File: src/rtl/alu_req_sequencer_if.sv
// Handshake bundle for the ALU request sequencer: command in, ALU request/response, packed results out.
// master is the sequencer side, slave is the environment (command source, ALU responder, result consumer).
interface alu_req_sequencer_if #(
   parameter int NLANES = 6
);
   logic                   cmd_valid;
   logic                   cmd_ready;
   logic [NLANES*10-1:0]   cmd_data;
   logic                   req_valid;
   logic                   req_ready;
   logic [3:0]             req_a;
   logic [3:0]             req_b;
   logic [1:0]             req_op;
   logic [2:0]             req_lane;
   logic                   rsp_valid;
   logic [4:0]             rsp_data;
   logic                   res_valid;
   logic                   res_ready;
   logic [NLANES*5-1:0]    res_data;
   logic                   err_mismatch;

   modport master (
      input  cmd_valid, cmd_data, req_ready, rsp_valid, rsp_data, res_ready,
      output cmd_ready, req_valid, req_a, req_b, req_op, req_lane,
             res_valid, res_data, err_mismatch
   );

   modport slave (
      output cmd_valid, cmd_data, req_ready, rsp_valid, rsp_data, res_ready,
      input  cmd_ready, req_valid, req_a, req_b, req_op, req_lane,
             res_valid, res_data, err_mismatch
   );
endinterface

File: src/rtl/alu_req_sequencer.sv
// Time-multiplexes a bundle of NLANES 4-bit ALU commands onto one shared ALU and packs the results.
// Optional result checker enabled by defining ALU_SEQ_CHECK_EN; otherwise err_mismatch is tied low.
module alu_req_sequencer #(
   parameter int NLANES = 6
) (
   input logic                 clk,
   input logic                 rst_n,
   alu_req_sequencer_if.master bus
);

   localparam int CW = NLANES * 10;
   localparam int RW = NLANES * 5;
   localparam logic [2:0] LAST_LANE = 3'(NLANES - 1);

   typedef enum logic [1:0] {
      S_IDLE,
      S_ISSUE,
      S_WAIT,
      S_DONE
   } state_t;

   state_t          state_q, state_d;
   logic [2:0]      lane_q, lane_d;
   logic [CW-1:0]   bundle_q, bundle_d;
   logic [3:0]      req_a_q, req_a_d;
   logic [3:0]      req_b_q, req_b_d;
   logic [1:0]      req_op_q, req_op_d;
   logic [RW-1:0]   res_data_q, res_data_d;
   logic            cmd_ready_q, cmd_ready_d;
   logic            req_valid_q, req_valid_d;
   logic            res_valid_q, res_valid_d;
   logic [2:0]      next_lane;

   assign next_lane = lane_q + 3'd1;

   // Outputs are computed one cycle ahead so every interface signal comes straight from a flop.
   always_comb begin
      state_d     = state_q;
      lane_d      = lane_q;
      bundle_d    = bundle_q;
      req_a_d     = req_a_q;
      req_b_d     = req_b_q;
      req_op_d    = req_op_q;
      res_data_d  = res_data_q;
      cmd_ready_d = cmd_ready_q;
      req_valid_d = req_valid_q;
      res_valid_d = res_valid_q;
      case (state_q)
         S_IDLE: begin
            if (bus.cmd_valid) begin
               bundle_d                     = bus.cmd_data;
               lane_d                       = 3'd0;
               {req_a_d, req_b_d, req_op_d} = bus.cmd_data[9:0];
               req_valid_d                  = 1'b1;
               cmd_ready_d                  = 1'b0;
               state_d                      = S_ISSUE;
            end
         end
         S_ISSUE: begin
            if (bus.req_ready) begin
               req_valid_d = 1'b0;
               state_d     = S_WAIT;
            end
         end
         S_WAIT: begin
            if (bus.rsp_valid) begin
               res_data_d[int'(lane_q)*5 +: 5] = bus.rsp_data;
               if (lane_q == LAST_LANE) begin
                  res_valid_d = 1'b1;
                  state_d     = S_DONE;
               end else begin
                  lane_d                       = next_lane;
                  {req_a_d, req_b_d, req_op_d} = bundle_q[int'(next_lane)*10 +: 10];
                  req_valid_d                  = 1'b1;
                  state_d                      = S_ISSUE;
               end
            end
         end
         S_DONE: begin
            if (bus.res_ready) begin
               res_valid_d = 1'b0;
               cmd_ready_d = 1'b1;
               state_d     = S_IDLE;
            end
         end
         default: state_d = S_IDLE;
      endcase
   end

   always_ff @(posedge clk or negedge rst_n) begin
      if (!rst_n) begin
         state_q     <= S_IDLE;
         lane_q      <= 3'd0;
         bundle_q    <= '0;
         req_a_q     <= 4'd0;
         req_b_q     <= 4'd0;
         req_op_q    <= 2'd0;
         res_data_q  <= '0;
         cmd_ready_q <= 1'b1;
         req_valid_q <= 1'b0;
         res_valid_q <= 1'b0;
      end else begin
         state_q     <= state_d;
         lane_q      <= lane_d;
         bundle_q    <= bundle_d;
         req_a_q     <= req_a_d;
         req_b_q     <= req_b_d;
         req_op_q    <= req_op_d;
         res_data_q  <= res_data_d;
         cmd_ready_q <= cmd_ready_d;
         req_valid_q <= req_valid_d;
         res_valid_q <= res_valid_d;
      end
   end

   assign bus.cmd_ready = cmd_ready_q;
   assign bus.req_valid = req_valid_q;
   assign bus.req_a     = req_a_q;
   assign bus.req_b     = req_b_q;
   assign bus.req_op    = req_op_q;
   assign bus.req_lane  = lane_q;
   assign bus.res_valid = res_valid_q;
   assign bus.res_data  = res_data_q;

`ifdef ALU_SEQ_CHECK_EN
   logic [4:0] exp_q, exp_d;
   logic       err_q, err_d;

   // Expected value is latched at request acceptance and compared only against a counted response.
   always_comb begin
      exp_d = exp_q;
      err_d = err_q;
      if (state_q == S_ISSUE && bus.req_ready) begin
         case (req_op_q)
            2'd0:    exp_d = {1'b0, req_a_q} + {1'b0, req_b_q};
            2'd1:    exp_d = {1'b0, req_a_q} - {1'b0, req_b_q};
            2'd2:    exp_d = {1'b0, req_a_q & req_b_q};
            default: exp_d = {1'b0, req_a_q | req_b_q};
         endcase
      end
      if (state_q == S_WAIT && bus.rsp_valid && bus.rsp_data != exp_q) begin
         err_d = 1'b1;
      end
   end

   always_ff @(posedge clk or negedge rst_n) begin
      if (!rst_n) begin
         exp_q <= 5'd0;
         err_q <= 1'b0;
      end else begin
         exp_q <= exp_d;
         err_q <= err_d;
      end
   end

   assign bus.err_mismatch = err_q;
`else
   assign bus.err_mismatch = 1'b0;
`endif

endmodule
File: src/flat_wrapper.sv
// flat-port wrapper written by rule: the top's interface ports become plain ports
module alu_req_sequencer_flat 
#(
   parameter int NLANES = 6
)
  (clk, rst_n, bus_cmd_valid, bus_cmd_data, bus_req_ready, bus_rsp_valid, bus_rsp_data, bus_res_ready, bus_cmd_ready, bus_req_valid, bus_req_a, bus_req_b, bus_req_op, bus_req_lane, bus_res_valid, bus_res_data, bus_err_mismatch);
  alu_req_sequencer_if #(.NLANES(NLANES)) bus_i ();
  input logic clk;
  input logic rst_n;
  input wire logic [$bits(bus_i.cmd_valid)-1:0] bus_cmd_valid;
  input wire logic [$bits(bus_i.cmd_data)-1:0] bus_cmd_data;
  input wire logic [$bits(bus_i.req_ready)-1:0] bus_req_ready;
  input wire logic [$bits(bus_i.rsp_valid)-1:0] bus_rsp_valid;
  input wire logic [$bits(bus_i.rsp_data)-1:0] bus_rsp_data;
  input wire logic [$bits(bus_i.res_ready)-1:0] bus_res_ready;
  output wire logic [$bits(bus_i.cmd_ready)-1:0] bus_cmd_ready;
  output wire logic [$bits(bus_i.req_valid)-1:0] bus_req_valid;
  output wire logic [$bits(bus_i.req_a)-1:0] bus_req_a;
  output wire logic [$bits(bus_i.req_b)-1:0] bus_req_b;
  output wire logic [$bits(bus_i.req_op)-1:0] bus_req_op;
  output wire logic [$bits(bus_i.req_lane)-1:0] bus_req_lane;
  output wire logic [$bits(bus_i.res_valid)-1:0] bus_res_valid;
  output wire logic [$bits(bus_i.res_data)-1:0] bus_res_data;
  output wire logic [$bits(bus_i.err_mismatch)-1:0] bus_err_mismatch;
  assign bus_i.cmd_valid = bus_cmd_valid;
  assign bus_i.cmd_data = bus_cmd_data;
  assign bus_i.req_ready = bus_req_ready;
  assign bus_i.rsp_valid = bus_rsp_valid;
  assign bus_i.rsp_data = bus_rsp_data;
  assign bus_i.res_ready = bus_res_ready;
  assign bus_cmd_ready = bus_i.cmd_ready;
  assign bus_req_valid = bus_i.req_valid;
  assign bus_req_a = bus_i.req_a;
  assign bus_req_b = bus_i.req_b;
  assign bus_req_op = bus_i.req_op;
  assign bus_req_lane = bus_i.req_lane;
  assign bus_res_valid = bus_i.res_valid;
  assign bus_res_data = bus_i.res_data;
  assign bus_err_mismatch = bus_i.err_mismatch;
  alu_req_sequencer #(.NLANES(NLANES)) u_core (.clk(clk), .rst_n(rst_n), .bus(bus_i));
endmodule
File: config.mk
export PLATFORM = sky130hd
export DESIGN_NAME = alu_req_sequencer_flat
export DESIGN_NICKNAME = d
export VERILOG_FILES = /design/src/rtl/alu_req_sequencer_if.sv /design/src/rtl/alu_req_sequencer.sv /design/src/flat_wrapper.sv
export SDC_FILE = /design/constraint.sdc
export NUM_CORES = 1
export LEC_CHECK = 0
export ABC_AREA = 1
export CAP_MARGIN = 40
export CORE_UTILIZATION = 49
export DETAILED_ROUTE_END_ITERATION = 16
export PLACE_DENSITY = 0.78
export SLEW_MARGIN = 20
export SYNTH_ARGS = -nofsm -noshare
export SYNTH_HDL_FRONTEND = slang
export SYNTH_SLANG_ARGS = --single-unit
File: constraint.sdc
create_clock -name clk -period 4.7 [get_ports clk]
set_input_delay 0.47 -clock clk [delete_from_list [all_inputs] [get_ports clk]]
set_output_delay 0.47 -clock clk [all_outputs]
set_load 0.005 [all_outputs]
==> results.sh <==
export IMPL_cp_max_fo=47
export IMPL_ys_seq_area_share_pct=52.16
export IMPL_synthMuxAreaShare_pct=0
export IMPL_worst_r2r_cell_count=10
export IMPL_required_ns=4.96
export IMPL_skew_ns=0.008004
export IMPL_critPathCaptureType="register"
export IMPL_rsz0062_at_grt="no"
export IMPL_core_sq_um=10280
export IMPL_clock_latency_ns=0.37
export IMPL_antenna_cells=0
export IMPL_powerDensity_nw_per_um2=551.6
export IMPL_syn_area_per_cell_sq_um=7.567
export IMPL_startpoint_type="register"
export IMPL_cts_resized=0
export IMPL_htreeDepth=3
export IMPL_grtUsageTotal_pct=23.79
export IMPL_worstPathArrival_ns=3.22
export IMPL_dieHeight_um=104.9
export IMPL_status="completed"
export IMPL_place_inst=912
export IMPL_cts_made_buffers=9
export IMPL_slew_headroom_pct=47.42
export IMPL_synthSimpleGateAreaFrac_pct=28.65
export IMPL_synthesis_nets=761
export IMPL_synth_fa_ha_area_share_pct=1.207
export IMPL_clock_sinks=108
export IMPL_tightest_slew_ns=0.7869
export IMPL_root_buffer="clkbuf_8"
export IMPL_period_needed_ns=2.952
export IMPL_n_fill_cell=913
export IMPL_area_growth_pct=27.30
export IMPL_drt_iter0_drc=243
export IMPL_synth_compound_area_share_pct=8.569
export IMPL_grt_pass1_wl_um=20770
export IMPL_ys_ff_latch=108
export IMPL_setup_tns_ns=0
export IMPL_layout_cells_non_filler=928
export IMPL_cts_max_path_buffers=2
export IMPL_start_util_pct=50.44
export IMPL_syn_inst=685
export IMPL_setup_viol=0
export IMPL_grt_pass1_vias=4531
export IMPL_layout_drive_gt1_share_pct=5.051
export IMPL_hold_violations=0
export IMPL_row_count=37
export IMPL_synth_top_family_by_area="simple AND/OR/NAND/NOR gates"
export IMPL_synthXorXnorAreaFrac_pct=0.5310
export IMPL_port_buffers=116
export IMPL_antenna_left=0
export IMPL_vias_per_cell=4.932
export IMPL_die_area_sq_um=10990
export IMPL_grt_max_degree=71
export IMPL_clk_pin_slew_worst_paths_ns=0.10
export IMPL_drc=0
export IMPL_p_leak_nw=3.273
export IMPL_nets=863
export IMPL_die_width_um=104.9
export IMPL_vdd_drop_max_uv=229.9
export IMPL_multiInputGateArea_sq_um=2031
export IMPL_drv_slew=0
export IMPL_dr_total_vias=4577
export IMPL_clock_fmax_mhz=338.7
export IMPL_hpwl_um=9174
export IMPL_grt_overflow_total=0
export IMPL_crit_type="register to register"
export IMPL_routedWlPerCell_um=13.04
export IMPL_regArea_sq_um=2704
export IMPL_first_pass_iters=5
export IMPL_cts_tree="done"
export IMPL_holdCritPathClass="input port to asynchronous set/reset pin"
export IMPL_finalCritPeriodShare_pct=62.81
export IMPL_finalWirelength_um=12100
export IMPL_antenna_found_initial=0
export IMPL_ys_warn_count=0
export IMPL_cts_hold_buf=0
export IMPL_cap_viol_max_count=0
export IMPL_gp_congestion=0.8737
export IMPL_postCtsSetupBuffers=0
export IMPL_io_pins=118
export IMPL_synth_cell_type_count=24
export IMPL_synth_cell_area_sq_um=5184
==> cells by family (layout without fill, tap and decap cells) <==
| family | count (synthesis) | after routing |
|---|---|---|
| flip-flops | 108 | 108 |
| other | 1 | 1 |
| adder cells (fa/ha/maj) | 5 | 5 |
| AO/OA/AOI/OAI | 87 | 87 |
| AND/OR/NAND/NOR | 371 | 371 |
| XOR/XNOR | 1 | 1 |
| buffers and inverters | 112 | 219 |
==> placed cells by master (no fill, tap or decap) <==
cell type        synthesis  routed
clkbuf_8                 0       9
clkdlybuf4s50_1          0     115
o21ai_2                  1       1
clkinv_4                 0       1
nand2_2                  6       6
o21bai_1                 1       1
nand2_1                258     258
clkinv_2                 0       1
inv_2                    4       4
buf_4                    3       4
bufinv_16                0       1
nand3_2                  4       4
xnor2_4                  1       1
o21ai_0                 67      67
dfrtp_1                107     107
nor2_1                  72      71
clkbuf_1                 5       1
nor2_2                   1       1
inv_1                   80      80
a21oi_1                  2       2
o31ai_1                  1       1
inv_6                    0       3
nand3_1                 26      26
ha_1                     5       5
conb_1                   1       1
nor3_1                   2       2
dfstp_2                  1       1
nor2_4                   2       3
o21ai_1                 15      15
==> critical path, stage by stage (launching register included) <==
cell and delay, ns:
dfrtp_1 0.34, buf_4 0.39, inv_1 0.44, ha_1 0.74
inv_1 0.33, nand3_2 0.28, nor2_1 0.07, nor2_1 0.10
nand2_1 0.06, nand2_1 0.05, nand2_1 0.05
==> metal layers <==
layer | vias up | global-route usage, % | share of wire (%) | routed length (um)
met4 | 0 | 10.36 | 2.3 | 277
met2 | 120 | 40.44 | 49 | 5971
met3 | 26 | 3.805 | 4.7 | 563
met1 | 2145 | 30.06 | 44 | 5287
li1 | 2286 | - | - | -
met5 | - | 0 | 0 | 0
==> power breakdown <==
| part | switching (W) | total, W | internal [W] |
|---|---|---|---|
| clock network | 0.000326 | 0.000579 | 0.000253 |
| registers | 0.000168 | 0.00145 | 0.00128 |
| logic | 0.000994 | 0.00161 | 0.000620 |
==> synthesized netlist by cell type <==
cell,number,area [sq um]
nand2_1,258,968.4
dfrtp_1,107,2678
inv_1,80,300.3
nor2_1,72,270.3
o21ai_0,67,335.3
nand3_1,26,130.1
buf_2,20,100.1
o21ai_1,15,75.07
nand2_2,6,37.54
clkbuf_1,5,18.77
ha_1,5,62.56
inv_2,4,15.01
nand3_2,4,40.04
buf_4,3,22.52
a21oi_1,2,10.01
nor2_4,2,22.52
nor3_1,2,10.01
conb_1,1,3.750
dfstp_2,1,26.28
nor2_2,1,6.260
o21ai_2,1,8.760
o21bai_1,1,7.510
o31ai_1,1,7.510
xnor2_4,1,27.53
==> final timing paths <==
kind | startpoint | end | slack, ns
worst max-delay path | u_core.bus.req_lane[0] | u_core.bus.req_b[2] | 1.75
worst min register to register | u_core.bundle_q[49] | u_core.bundle_q[49] | 0.49
min in group clk | u_core.bundle_q[49] | u_core.bundle_q[49] | 0.49
worst max register to register | u_core.bus.req_lane[0] | u_core.bus.req_b[2] | 1.75
max in group asynchronous | rst_n | u_core.bundle_q[52] | 3.42
worst min-delay path | rst_n | u_core.bus.res_data[3] | 0.14
==> stage by stage <==
stage	total power (W)	worst slack [ns]	instance area [sq um]	hold slack, ns	utilization, %
finish	0.003640	1.748	6599	0.1406	64.21
floorplan	0.002519	2.705	5184	0.1744	-
detailed placement	0.003072	1.800	6401	0.4648	62.28
global route	0.003963	1.360	6599	0.1978	64.21
global placement	0.003016	1.988	6401	0.4664	62.28
CTS	0.003648	1.787	6599	0.1742	64.21
==> registers in the layout, summed over array words and instances, names as in the netlist <==
signal and flops:
u_core.bus.cmd_ready 1, u_core.bus.req_lane 3, u_core.bundle_q 60, u_core.bus.req_a 4, u_core.bus.res_data 30, u_core.bus.req_valid 1, u_core.bus.res_valid 1, u_core.bus.req_b 4
u_core.bus.req_op 2, u_core.state_q 2
==> layout make-up <==
type	count	area share, %
Sequential cell	108	40.97
Multi-Input combinational cell	465	30.77
Timing Repair Buffer	119	17.90
Inverter	84	4.778
Tap cell	136	2.579
Clock buffer	10	1.934
Clock inverter	6	1.062
No activity file was read; power rests on OpenSTA's default activity.
